`src/rtl/usb_ep_ctrl.sv`:
```
`default_nettype none
// ============================================================================
// Module   : usb_ep_ctrl
// Brief    : USB endpoint controller. Tracks per-endpoint toggles and stall
//            bits, picks the handshake, and routes OUT/IN bytes to the buffers.
// Revision : 1.0
// ============================================================================
module usb_ep_ctrl #(
    parameter int          NUM_EP   = 4,
    parameter int          MAX_PKT  = 64,
    parameter logic [15:0] ISO_MASK = 16'h0000
) (
    input  logic                  clk_48,
    input  logic                  rst,
    input  logic                  transaction_active,
    input  logic [3:0]            endpoint,
    input  logic                  direction_in,
    input  logic                  setup,
    input  logic                  success,
    input  logic                  data_strobe,
    input  logic [7:0]            data_out,
    output logic                  data_toggle,
    output logic [1:0]            handshake,
    output logic [7:0]            data_in,
    output logic                  data_in_valid,
    input  logic [NUM_EP-1:0]     ep_enable,
    input  logic [NUM_EP-1:0]     ep_stall_set,
    input  logic [NUM_EP-1:0]     ep_stall_clr,
    output logic [NUM_EP-1:0]     ep_stall,
    input  logic [NUM_EP-1:0]     ep_out_ready,
    output logic [NUM_EP-1:0]     ep_out_wr,
    output logic [7:0]            ep_out_data,
    output logic [NUM_EP-1:0]     ep_out_done,
    output logic                  ep_out_setup,
    output logic [6:0]            ep_out_len,
    input  logic [NUM_EP-1:0]     ep_in_ready,
    input  logic [8*NUM_EP-1:0]   ep_in_data,
    input  logic [NUM_EP-1:0]     ep_in_valid,
    output logic [NUM_EP-1:0]     ep_in_rd,
    output logic [NUM_EP-1:0]     ep_in_done
);

    localparam logic [0:0] c_IDLE     = 1'b0;
    localparam logic [0:0] c_ACTIVE   = 1'b1;

    localparam logic [1:0] c_HS_ACK   = 2'b00;
    localparam logic [1:0] c_HS_NONE  = 2'b01;
    localparam logic [1:0] c_HS_NAK   = 2'b10;
    localparam logic [1:0] c_HS_STALL = 2'b11;

    localparam logic [6:0] c_CNT_MAX   = 7'(MAX_PKT);
    localparam logic [6:0] c_CNT_LIMIT = 7'(MAX_PKT + 1);

    logic [0:0]        r_state;
    logic [3:0]        r_ep;
    logic              r_dir;
    logic              r_stp;
    logic              r_out_rdy;
    logic              r_in_rdy;
    logic [6:0]        r_cnt;
    logic [NUM_EP-1:0] r_out_done;
    logic [NUM_EP-1:0] r_in_done;
    logic              r_out_setup;
    logic [6:0]        r_out_len;

    logic [NUM_EP-1:0] w_stall_v;
    logic [NUM_EP-1:0] w_tin_v;
    logic [NUM_EP-1:0] w_tout_v;
    logic [NUM_EP-1:0] w_oh;

    // 16-entry views so any 4-bit endpoint index is safe; unimplemented
    // entries read as disabled, which makes them stall.
    logic [15:0]       w_en_x;
    logic [15:0]       w_ordy_x;
    logic [15:0]       w_irdy_x;
    logic [15:0]       w_ival_x;
    logic [15:0]       w_stall_x;
    logic [15:0]       w_tin_x;
    logic [15:0]       w_tout_x;
    logic [15:0][7:0]  w_idata_x;

    logic              w_active;
    logic              w_iso;
    logic              w_ovf;
    logic [1:0]        w_hs;
    logic              w_tog;
    logic              w_byte;
    logic              w_wr;
    logic              w_rd;
    logic              w_success;
    logic              w_accept;
    logic              w_done;
    logic              w_flip;
    logic              w_setup_done;
    logic              w_tuple_chg;
    logic              w_latch;

    genvar gi;
    generate
        for (gi = 0; gi < 16; gi++) begin : g_pad
            if (gi < NUM_EP) begin : g_impl
                assign w_en_x[gi]    = ep_enable[gi];
                assign w_ordy_x[gi]  = ep_out_ready[gi];
                assign w_irdy_x[gi]  = ep_in_ready[gi];
                assign w_ival_x[gi]  = ep_in_valid[gi];
                assign w_stall_x[gi] = w_stall_v[gi];
                assign w_tin_x[gi]   = w_tin_v[gi];
                assign w_tout_x[gi]  = w_tout_v[gi];
                assign w_idata_x[gi] = ep_in_data[8*gi +: 8];
            end else begin : g_unimpl
                assign w_en_x[gi]    = 1'b0;
                assign w_ordy_x[gi]  = 1'b0;
                assign w_irdy_x[gi]  = 1'b0;
                assign w_ival_x[gi]  = 1'b0;
                assign w_stall_x[gi] = 1'b0;
                assign w_tin_x[gi]   = 1'b0;
                assign w_tout_x[gi]  = 1'b0;
                assign w_idata_x[gi] = 8'h00;
            end
        end
    endgenerate

    assign w_active    = (r_state == c_ACTIVE);
    assign w_iso       = ISO_MASK[r_ep];
    assign w_ovf       = (r_cnt == c_CNT_LIMIT);
    assign w_tuple_chg = ({endpoint, direction_in, setup} != {r_ep, r_dir, r_stp});

    always_comb begin
        w_hs = c_HS_STALL;
        if (w_active) begin
            if (!w_en_x[r_ep]) begin
                w_hs = c_HS_STALL;
            end else if (r_stp) begin
                w_hs = c_HS_ACK;
            end else if (w_stall_x[r_ep]) begin
                w_hs = c_HS_STALL;
            end else if (w_iso) begin
                w_hs = c_HS_NONE;
            end else if (!r_dir && (!r_out_rdy || w_ovf)) begin
                w_hs = c_HS_NAK;
            end else if (r_dir && !r_in_rdy) begin
                w_hs = c_HS_NAK;
            end else begin
                w_hs = c_HS_ACK;
            end
        end
    end

    always_comb begin
        w_tog = 1'b0;
        if (w_active && !r_stp && !w_iso) begin
            w_tog = r_dir ? w_tin_x[r_ep] : w_tout_x[r_ep];
        end
    end

    // A SETUP stays acked past overflow, so the count limit gates writes too.
    assign w_byte       = w_active && data_strobe && !r_dir && (w_hs == c_HS_ACK);
    assign w_wr         = w_byte && (r_cnt < c_CNT_MAX);
    assign w_rd         = w_active && data_strobe && r_dir;
    assign w_success    = w_active && success;
    assign w_accept     = (w_hs == c_HS_ACK) || (w_hs == c_HS_NONE);
    assign w_done       = w_success && w_accept;
    assign w_flip       = w_success && (w_hs == c_HS_ACK) && !r_stp && !w_iso;
    assign w_setup_done = w_done && r_stp;
    assign w_latch      = transaction_active &&
                          (!w_active || (!success && w_tuple_chg));

    always_ff @(posedge clk_48 or posedge rst) begin
        if (rst) begin
            r_state     <= c_IDLE;
            r_ep        <= 4'd0;
            r_dir       <= 1'b0;
            r_stp       <= 1'b0;
            r_out_rdy   <= 1'b0;
            r_in_rdy    <= 1'b0;
            r_cnt       <= 7'd0;
            r_out_done  <= '0;
            r_in_done   <= '0;
            r_out_setup <= 1'b0;
            r_out_len   <= 7'd0;
        end else begin
            r_out_done <= '0;
            r_in_done  <= '0;
            if (w_latch) begin
                r_ep      <= endpoint;
                r_dir     <= direction_in;
                r_stp     <= setup;
                r_out_rdy <= w_ordy_x[endpoint];
                r_in_rdy  <= w_irdy_x[endpoint];
                r_cnt     <= 7'd0;
                r_state   <= c_ACTIVE;
            end else if (w_active) begin
                if (success) begin
                    if (w_accept) begin
                        if (r_dir) begin
                            r_in_done <= w_oh;
                        end else begin
                            r_out_done  <= w_oh;
                            r_out_len   <= r_cnt;
                            r_out_setup <= r_stp;
                        end
                    end
                    r_state <= c_IDLE;
                end else if (!transaction_active) begin
                    r_state <= c_IDLE;
                end else if (w_byte && !w_ovf) begin
                    r_cnt <= r_cnt + 7'd1;
                end
            end
        end
    end

    generate
        for (gi = 0; gi < NUM_EP; gi++) begin : g_ep
            logic r_stall_b;
            logic r_tin_b;
            logic r_tout_b;

            assign w_oh[gi]      = (r_ep == 4'(gi));
            assign w_stall_v[gi] = r_stall_b;
            assign w_tin_v[gi]   = r_tin_b;
            assign w_tout_v[gi]  = r_tout_b;

            // Set wins over both clear sources; a disabled endpoint pins
            // both toggles low regardless of any success update.
            always_ff @(posedge clk_48 or posedge rst) begin
                if (rst) begin
                    r_stall_b <= 1'b0;
                    r_tin_b   <= 1'b0;
                    r_tout_b  <= 1'b0;
                end else begin
                    if (ep_stall_set[gi]) begin
                        r_stall_b <= 1'b1;
                    end else if (ep_stall_clr[gi] || (w_oh[gi] && w_setup_done)) begin
                        r_stall_b <= 1'b0;
                    end

                    if (!ep_enable[gi]) begin
                        r_tin_b  <= 1'b0;
                        r_tout_b <= 1'b0;
                    end else if (w_oh[gi] && w_setup_done) begin
                        r_tin_b  <= 1'b1;
                        r_tout_b <= 1'b1;
                    end else if (w_oh[gi] && w_flip) begin
                        if (r_dir) begin
                            r_tin_b <= ~r_tin_b;
                        end else begin
                            r_tout_b <= ~r_tout_b;
                        end
                    end
                end
            end
        end
    endgenerate

    assign handshake     = w_hs;
    assign data_toggle   = w_tog;
    assign data_in       = (w_active && r_dir) ? w_idata_x[r_ep] : 8'h00;
    assign data_in_valid = w_active && r_dir && w_ival_x[r_ep];
    assign ep_stall      = w_stall_v;
    assign ep_out_wr     = w_wr ? w_oh : '0;
    assign ep_out_data   = data_out;
    assign ep_out_done   = r_out_done;
    assign ep_out_setup  = r_out_setup;
    assign ep_out_len    = r_out_len;
    assign ep_in_rd      = w_rd ? w_oh : '0;
    assign ep_in_done    = r_in_done;

endmodule
`default_nettype wire
```
`config.mk`:
```
export PLATFORM = sky130hd
export DESIGN_NAME = usb_ep_ctrl
export DESIGN_NICKNAME = d
export VERILOG_FILES = /design/src/rtl/usb_ep_ctrl.sv
export SDC_FILE = /design/constraint.sdc
export NUM_CORES = 1
export LEC_CHECK = 0
export BUFFER_PORTS_ARGS = -buffer_cell sky130_fd_sc_hd__buf_2
export CAP_MARGIN = 20
export CELL_PAD_IN_SITES_DETAIL_PLACEMENT = 0
export CELL_PAD_IN_SITES_GLOBAL_PLACEMENT = 1
export CORE_UTILIZATION = 35
export CTS_CLUSTER_DIAMETER = 30
export CTS_CLUSTER_SIZE = 24
export DETAILED_ROUTE_END_ITERATION = 12
export GPL_TIMING_DRIVEN = 0
export PLACE_DENSITY = 0.92
export SYNTH_ARGS = -nofsm -noshare
export SYNTH_HDL_FRONTEND = slang
export SYNTH_SLANG_ARGS = --single-unit
```
`constraint.sdc`:
```
create_clock -name clk_48 -period 3.01 [get_ports clk_48]
set_clock_uncertainty 0.1 [all_clocks]
set_input_delay 0.4515 -clock clk_48 [delete_from_list [all_inputs] [get_ports clk_48]]
set_output_delay 0.4515 -clock clk_48 [all_outputs]
set_load 0.1 [all_outputs]
```
==> flow_metrics.tcl, run 1 <==
set metrics [dict create \
    totalWireLength_um 7690 \
    synth_edf_count 0 \
    r2r_setup_slack_ns 0.31 \
    root_buffer "clkbuf_8" \
    maxCapViolations 0 \
    layout.nets 486 \
    finalHoldViolCount 0 \
    async_reset_ff_share_pct 100 \
    clock_latency_ns 0.30 \
    p_sw_share_pct 34.6 \
    hold_path.class "input port to flip-flop" \
    reg2regPathDepth 8 \
    cp.arrival_ns 2.39 \
    slew_viol_final 0 \
    rr_startpoint "r_ep[1]" \
    grt_pass1_vias 2508 \
    grt_setup_unrepaired "false" \
    fin_crit_sh_pct 97.6 \
    startpoint_type "flip-flop" \
    synthTopCellsByArea "dfrtp_1 (40%), mux4_2 (11%), nand2_1 (3.8%)" \
    cp_max_fo 10 \
    drc_errors 0 \
    setup_viol 0 \
    pwr-share-clk_pct 29.1 \
    synthFlopType "dfrtp_1" \
    min_from "ep_stall_set[0]" \
    gp_congestion 0.830 \
    synth.top_cell.area_share_pct 39.7 \
    die_area_sq_um 8290 \
    port_buffers 114 \
    synth_area_leader_cell "dfrtp_1" \
    final_core_util_pct 49.5 \
    pwr-share-seq_pct 39.9 \
    cts_num_sinks 44 \
    crit_type "flip-flop to output pin" \
    worstPathRequired_ns 2.46 \
    drive_gt1_share_pct 49.3 \
    grt_max_degree 44 \
    start_util_pct 36.1 \
    slew_headroom_pct 56.9 \
    cts_buffers 5 \
    synthCells 280 \
    core-area_sq_um 7690 \
    dp_hpwl_um 5740 \
    clk_path_buf_depth 2 \
    clk_pin_slew_ns 0.09 \
    layout_setup_ws_ns 0.0726 \
    crit_chain "or4b_2 > o21ai_2 > nand2_1 > buf_4 > nand4b_1 > buf_6 > nor2_4 > buf_8" \
    finalWorstPathRequiredPeriod_ns 2.94 \
    power_switching_uw 541 \
    critPathMaxStageDelay_ns 0.70 \
    synth_warnings 0 \
    internal-power_mw 1.02 \
    drt_iter0_drc 160 \
    grt_pass1_wl_um 12300 \
    num_rows 32 \
    worst_slew_pin_slew_ns 0.641 \
    vdd_drop_max_mv 0.288 \
    overflow 0 \
    worstHoldPathCells 2 \
    die_w_um 91.0 \
    ys_ff_latch 44 \
    drt_first_pass_iters 4 \
    synth.net_count 357 \
    fmax_mhz 340 \
    grt_usage_pct 18.4 \
    avgRoutedWirePerCell_um 15.0 \
    synth_cell_types 48 \
    post_drt_via_cell_ratio 5.20 \
    regToRegEndpoint "ep_out_setup" \
    post-place-ws_ns -0.375 \
    n_antenna_cell 0 \
    syn_avg_cell_area_sq_um 9.91 \
    power_density_nw_per_um2 411 \
    cts_tree "done" \
    syn_to_final_growth_pct 37.3 \
    status "finished, final reports clean" \
    synthesis.area_sq_um 2770 \
    combinationalPowerShare_pct 30.9 \
    ios 123 \
    vias 2660 \
    end_kind "output pin" \
    leakage_nw 1.81 \
    htreeDepth 2 \
    antenna_found_initial 0 \
    ys_seq_area_share_pct 39.7 \
    die_y_um 91.0 \
    ant_nets 0 \
    slowest_stage "or4b_2" \
    hold_end "g_ep[0].r_stall_b" \
]
-- cell usage in the layout, fill, tap and decap left out, types with 3 or more instances in the layout --
master,instances
mux4_2,13
nand2_1,28
nor3_1,7
o21ai_0,5
mux2_2,9
o31ai_1,5
o221a_2,5
nor2b_1,11
clkbuf_8,5
mux2i_1,5
a21oi_1,8
buf_6,5
nor2_2,4
nor2_4,4
nand4_1,5
buf_4,28
nor2_1,14
clkbuf_1,5
a31oi_1,6
a31o_2,4
buf_2,103
nand3_1,9
inv_1,14
or4_1,6
nor4_1,5
xnor2_1,3
dfrtp_1,43
buf_8,3
xor2_1,3
-- Yosys cell counts, types with 2 or more instances --
cell type,number
nand4_1,5
o31ai_1,5
clkbuf_1,8
nand3b_1,2
nor4_4,2
nor4_1,5
xor2_1,3
mux2i_1,5
nor2b_1,11
buf_2,3
a31oi_1,6
a311oi_1,2
and3_1,2
mux4_2,13
ha_1,2
nor3_1,8
nand3_1,10
nor2_1,22
nand2_1,28
buf_1,3
or3_1,2
xnor2_1,3
a32oi_1,2
mux2_2,9
o21ai_0,6
a21oi_1,8
o221a_2,5
and2_1,2
nand2b_1,2
or4_1,6
inv_1,15
dfrtp_1,44
buf_4,13
a31o_2,4
-- power groups by stage --
stage / Sequential (mW) / Clock [mW] / Combinational [mW]
finish: 0.625 / 0.456 / 0.484
global route: 0.627 / 0.488 / 0.516
CTS: 0.624 / 0.462 / 0.480
detailed placement: 0.635 / 0 / 0.470
global placement: 0.634 / 0 / 0.458
floorplan: 0.642 / 0 / 0.341
-- routing by layer --
metal	global-route usage, %	up-vias	wire length (um)
met3	2.93	6	395
met5	0	-	0
met1	25.4	1297	3420
met4	4.10	0	63
met2	30.3	94	3810
li1	-	1263	-
-- registers in the layout (all words and copies together), names as in the netlist --
register / flops
r_out_rdy: 1
r_ep: 4
r_in_rdy: 1
ep_out_setup: 1
g_ep.r_tin_b: 4
r_stp: 1
g_ep.r_tout_b: 4
ep_in_done: 4
r_state: 1
r_dir: 1
ep_out_done: 4
r_cnt: 7
g_ep.r_stall_b: 4
ep_out_len: 7
-- kinds of logic (layout without fill, tap and decap cells) --
kind of cell | Yosys count | after routing | synth area share [%]
fa+ha+maj | 2 | 2 | 0.902
simple gates | 113 | 113 | 22.1
mux | 27 | 27 | 16.0
compound gates | 42 | 42 | 10.9
buf+inv | 46 | 176 | 8.43
flops | 44 | 44 | 39.7
xor+xnor | 6 | 6 | 1.89
-- what timing repair did --
item	4_1_cts	5_1_grt
hold endpoints to repair	1	0
pin swaps	2	0
resized for setup	26	13
hold buffers	1	0
setup endpoints to repair	20	14
buffers inserted	3	3
-- worst max-delay path by stage --
| stage | start | to | slack, ns | cells after the start |
|---|---|---|---|---|
| after floorplan | r_dir | data_in[0] | -0.35 | 5 |
| final | r_cnt[3] | ep_out_wr[0] | 0.07 | 8 |
| after global placement | r_ep[1] | ep_out_wr[3] | -0.38 | 8 |
| after CTS | r_ep[1] | ep_out_wr[2] | 0.005 | 9 |
| after detailed placement | r_ep[1] | ep_out_wr[2] | -0.37 | 8 |
| after global routing | r_cnt[4] | ep_out_wr[0] | 0.005 | 8 |
-- critical path, delay by kind of cell (launching register included) --
| kind | cells | cell delay [ns] |
|---|---|---|
| simple gates | 4 | 0.99 |
| buf+inv | 3 | 0.54 |
| flops | 1 | 0.39 |
| compound gates | 1 | 0.17 |
-- cell type report --
type | instances | area, sq um
clock inverter | 3 | 42.5
multi-input combinational | 190 | 1500
inverter | 17 | 63.8
sequential | 44 | 1100
tap | 102 | 128
clock buffer | 5 | 68.8
timing repair buffer | 122 | 716
fill | 733 | 3880
buffer | 29 | 189
-- through the flow --
step,cell area (sq um),hold slack (ns),instances,TNS (ns),power [mW]
3_5_place_dp,3540,0.208,497,-1.89,1.11
2_1_floorplan,2820,0.342,280,-3.24,0.983
5_1_grt,3810,0.240,512,0,1.63
4_1_cts,3750,0.235,509,0,1.57
3_3_place_gp,3520,0.370,496,-1.75,1.09
6_report,3810,0.236,512,0,1.56
(Power assumes the default switching activity.)
==> run 2, diff against run 1 <==
--- a/config.mk
+++ b/config.mk
@@ -5,16 +5,17 @@
 export SDC_FILE = /design/constraint.sdc
 export NUM_CORES = 1
 export LEC_CHECK = 0
+export ABC_AREA = 1
 export BUFFER_PORTS_ARGS = -buffer_cell sky130_fd_sc_hd__buf_2
 export CAP_MARGIN = 20
 export CELL_PAD_IN_SITES_DETAIL_PLACEMENT = 0
 export CELL_PAD_IN_SITES_GLOBAL_PLACEMENT = 1
-export CORE_UTILIZATION = 35
+export CORE_UTILIZATION = 33
 export CTS_CLUSTER_DIAMETER = 30
 export CTS_CLUSTER_SIZE = 24
 export DETAILED_ROUTE_END_ITERATION = 12
 export GPL_TIMING_DRIVEN = 0
-export PLACE_DENSITY = 0.92
+export PLACE_DENSITY = 0.91
 export SYNTH_ARGS = -nofsm -noshare
 export SYNTH_HDL_FRONTEND = slang
 export SYNTH_SLANG_ARGS = --single-unit
==> run 2 against run 1 <==
Net effect:
- largest cell class unchanged
- synthesized cell count is 40% higher
- register-to-register slack improved by 0.63 ns
- via count rose by 13%
- routed wire length grew 5.0%
- utilization shrank 4.0 points
- combinational power grew 15%
- critical path type unchanged
- first-iteration DRC count is 20% lower
- critical endpoint is now ep_out_wr[1]
==> flow_metrics.tcl, run 2 <==
set metrics [dict create \
    cts_buffers 5 \
    regToRegEndpoint "r_cnt[2]" \
    post-place-ws_ns 0.237 \
    die_w_um 95.9 \
    cp_max_fo 4 \
    port_buffers 114 \
    drc_errors 0 \
    layout.nets 592 \
    finalWorstPathRequiredPeriod_ns 2.84 \
    ys_top_cells_by_count "nand2_1 (90), nor2_1 (53), dfrtp_1 (44)" \
    grt_usage_pct 18.4 \
    num_rows 33 \
    clk_pin_slew_ns 0.08 \
    synthCells 393 \
    end_kind "output pin" \
    drive_gt1_share_pct 35.9 \
    avgRoutedWirePerCell_um 13.0 \
    grt_pass1_vias 2866 \
    core-area_sq_um 8380 \
    nFillCells 857 \
    antenna_found_initial 0 \
    syn_to_final_growth_pct 31.2 \
    root_buffer "clkbuf_8" \
    slew_headroom_pct 66.4 \
    grt_max_degree 29 \
    cts_hold_buf 0 \
    maxCapViolations 0 \
    fin_crit_sh_pct 94.3 \
    leakage_nw 2.03 \
    setup_viol 0 \
    synth_area_leader_cell "dfrtp_1" \
    r2r_setup_slack_ns 0.94 \
    final_core_util_pct 45.5 \
    htreeDepth 2 \
    grt_pass1_wl_um 12900 \
    synth_cell_types 36 \
    dp_hpwl_um 6520 \
    synth.top_cell.area_share_pct 37.9 \
    worstPathRequired_ns 2.46 \
    async_reset_ff_share_pct 100 \
    cts_tree "done" \
    start_util_pct 34.7 \
    gp_congestion 0.853 \
    grt_setup_unrepaired "false" \
    rr_startpoint "r_ep[3]" \
    crit_type "flip-flop to output pin" \
    synthFlopType "dfrtp_1" \
    die_y_um 95.9 \
    ys_ff_latch 44 \
    status "finished, final reports clean" \
    finalHoldViolCount 0 \
    post_drt_via_cell_ratio 4.85 \
    ys_seq_area_share_pct 37.9 \
    syn_avg_cell_area_sq_um 7.40 \
    synth_edf_count 0 \
    synth.net_count 470 \
    totalWireLength_um 8080 \
    hold_path.class "input port to async pin" \
    synthTopCellsByArea "dfrtp_1 (38%), nand2_1 (12%), nor2_1 (6.8%)" \
    cp.arrival_ns 2.29 \
    fmax_mhz 352 \
    slew_viol_final 0 \
    reg2regPathDepth 9 \
    overflow 0 \
    die_area_sq_um 9190 \
    vdd_drop_max_mv 0.208 \
    worst_slew_pin_slew_ns 0.504 \
    synth_warnings 0 \
    hold_slack_ns 0.0249 \
    power_density_nw_per_um2 457 \
    ant_nets 0 \
    yosys.cell_count.top_type "nand2_1" \
    drt_first_pass_iters 4 \
    cts_num_sinks 44 \
    synthesis.area_sq_um 2910 \
    most-common-layout-cells "buf_2 (110), nand2_1 (90), nor2_1 (53)" \
    clock_latency_ns 0.30 \
    drt_iter0_drc 128 \
    layout_setup_ws_ns 0.171 \
    ios 123 \
    clk_path_buf_depth 2 \
    mostFrequentLayoutCell "buf_2" \
    n_antenna_cell 0 \
    vias 3009 \
    startpoint_type "flip-flop" \
]
run 2: repair_timing:
item / CTS / global route
gates resized for setup: 1 / 5
buffers inserted: 0 / 0
endpoints found under the setup margin: 9 / 5
cloned: 0 / 0
run 2: worst max path at each step:
| stage | to | from | depth (start not counted) |
|---|---|---|---|
| 2_1_floorplan | ep_out_wr[0] | r_ep[0] | 10 |
| 3_3_place_gp | data_in[2] | r_dir | 5 |
| 3_5_place_dp | data_in[2] | r_dir | 5 |
| 4_1_cts | ep_out_wr[1] | r_ep[3] | 8 |
| 5_1_grt | ep_out_wr[0] | r_ep[3] | 8 |
| 6_report | ep_out_wr[1] | r_ep[3] | 8 |
run 2: kinds of logic after synthesis:
| family | synth area share (%) |
|---|---|
| buffers and inverters | 11.4 |
| AND/OR/NAND/NOR | 33.2 |
| flip-flops | 37.9 |
| adder cells (fa/ha/maj) | 0.861 |
| XOR/XNOR | 1.81 |
| AO/OA/AOI/OAI | 14.9 |
run 2: layout make-up:
cell class	instances	area, sq um	area share, %
Multi-Input combinational cell	282	1520	39.9
Sequential cell	44	1100	28.9
Timing Repair Buffer	115	601	15.7
Inverter	46	173	4.53
Buffer	21	159	4.17
Tap cell	105	131	3.44
Clock buffer	5	68.8	1.80
Clock inverter	2	60.1	1.57
run 2: metrics by stage:
step                      TNS [ns]  total power, mW  area (sq um)  std cells
final                            0             1.74          3810        620
after detailed placement         0             1.22          3670        613
after global routing             0             1.83          3810        620
after global placement           0             1.21          3650        612
after CTS                        0             1.75          3800        620
after floorplan              -1.84             1.08          2950        393
run 2: layer usage:
layer,vias up,GRT usage [%],wire length [um]
met5,-,0,0
met4,0,5.47,119
met3,10,3.24,464
met2,94,34.0,4170
met1,1392,21.4,3320
li1,1513,-,-
run 2: worst max-delay path: stages (launching register included):
cell,delay [ns]
dfrtp_1,0.41
nor2_1,0.29
nand2_1,0.18
nor2_4,0.19
nand3_4,0.14
nor3_4,0.20
nand2_1,0.14
nor2_1,0.11
clkbuf_4,0.33
run 2: power breakdown:
group	total, mW	internal [mW]	switching, mW
sequential	0.655	0.628	0.0276
combinational	0.556	0.162	0.394
clock	0.530	0.327	0.204
total	1.74	1.12	0.625
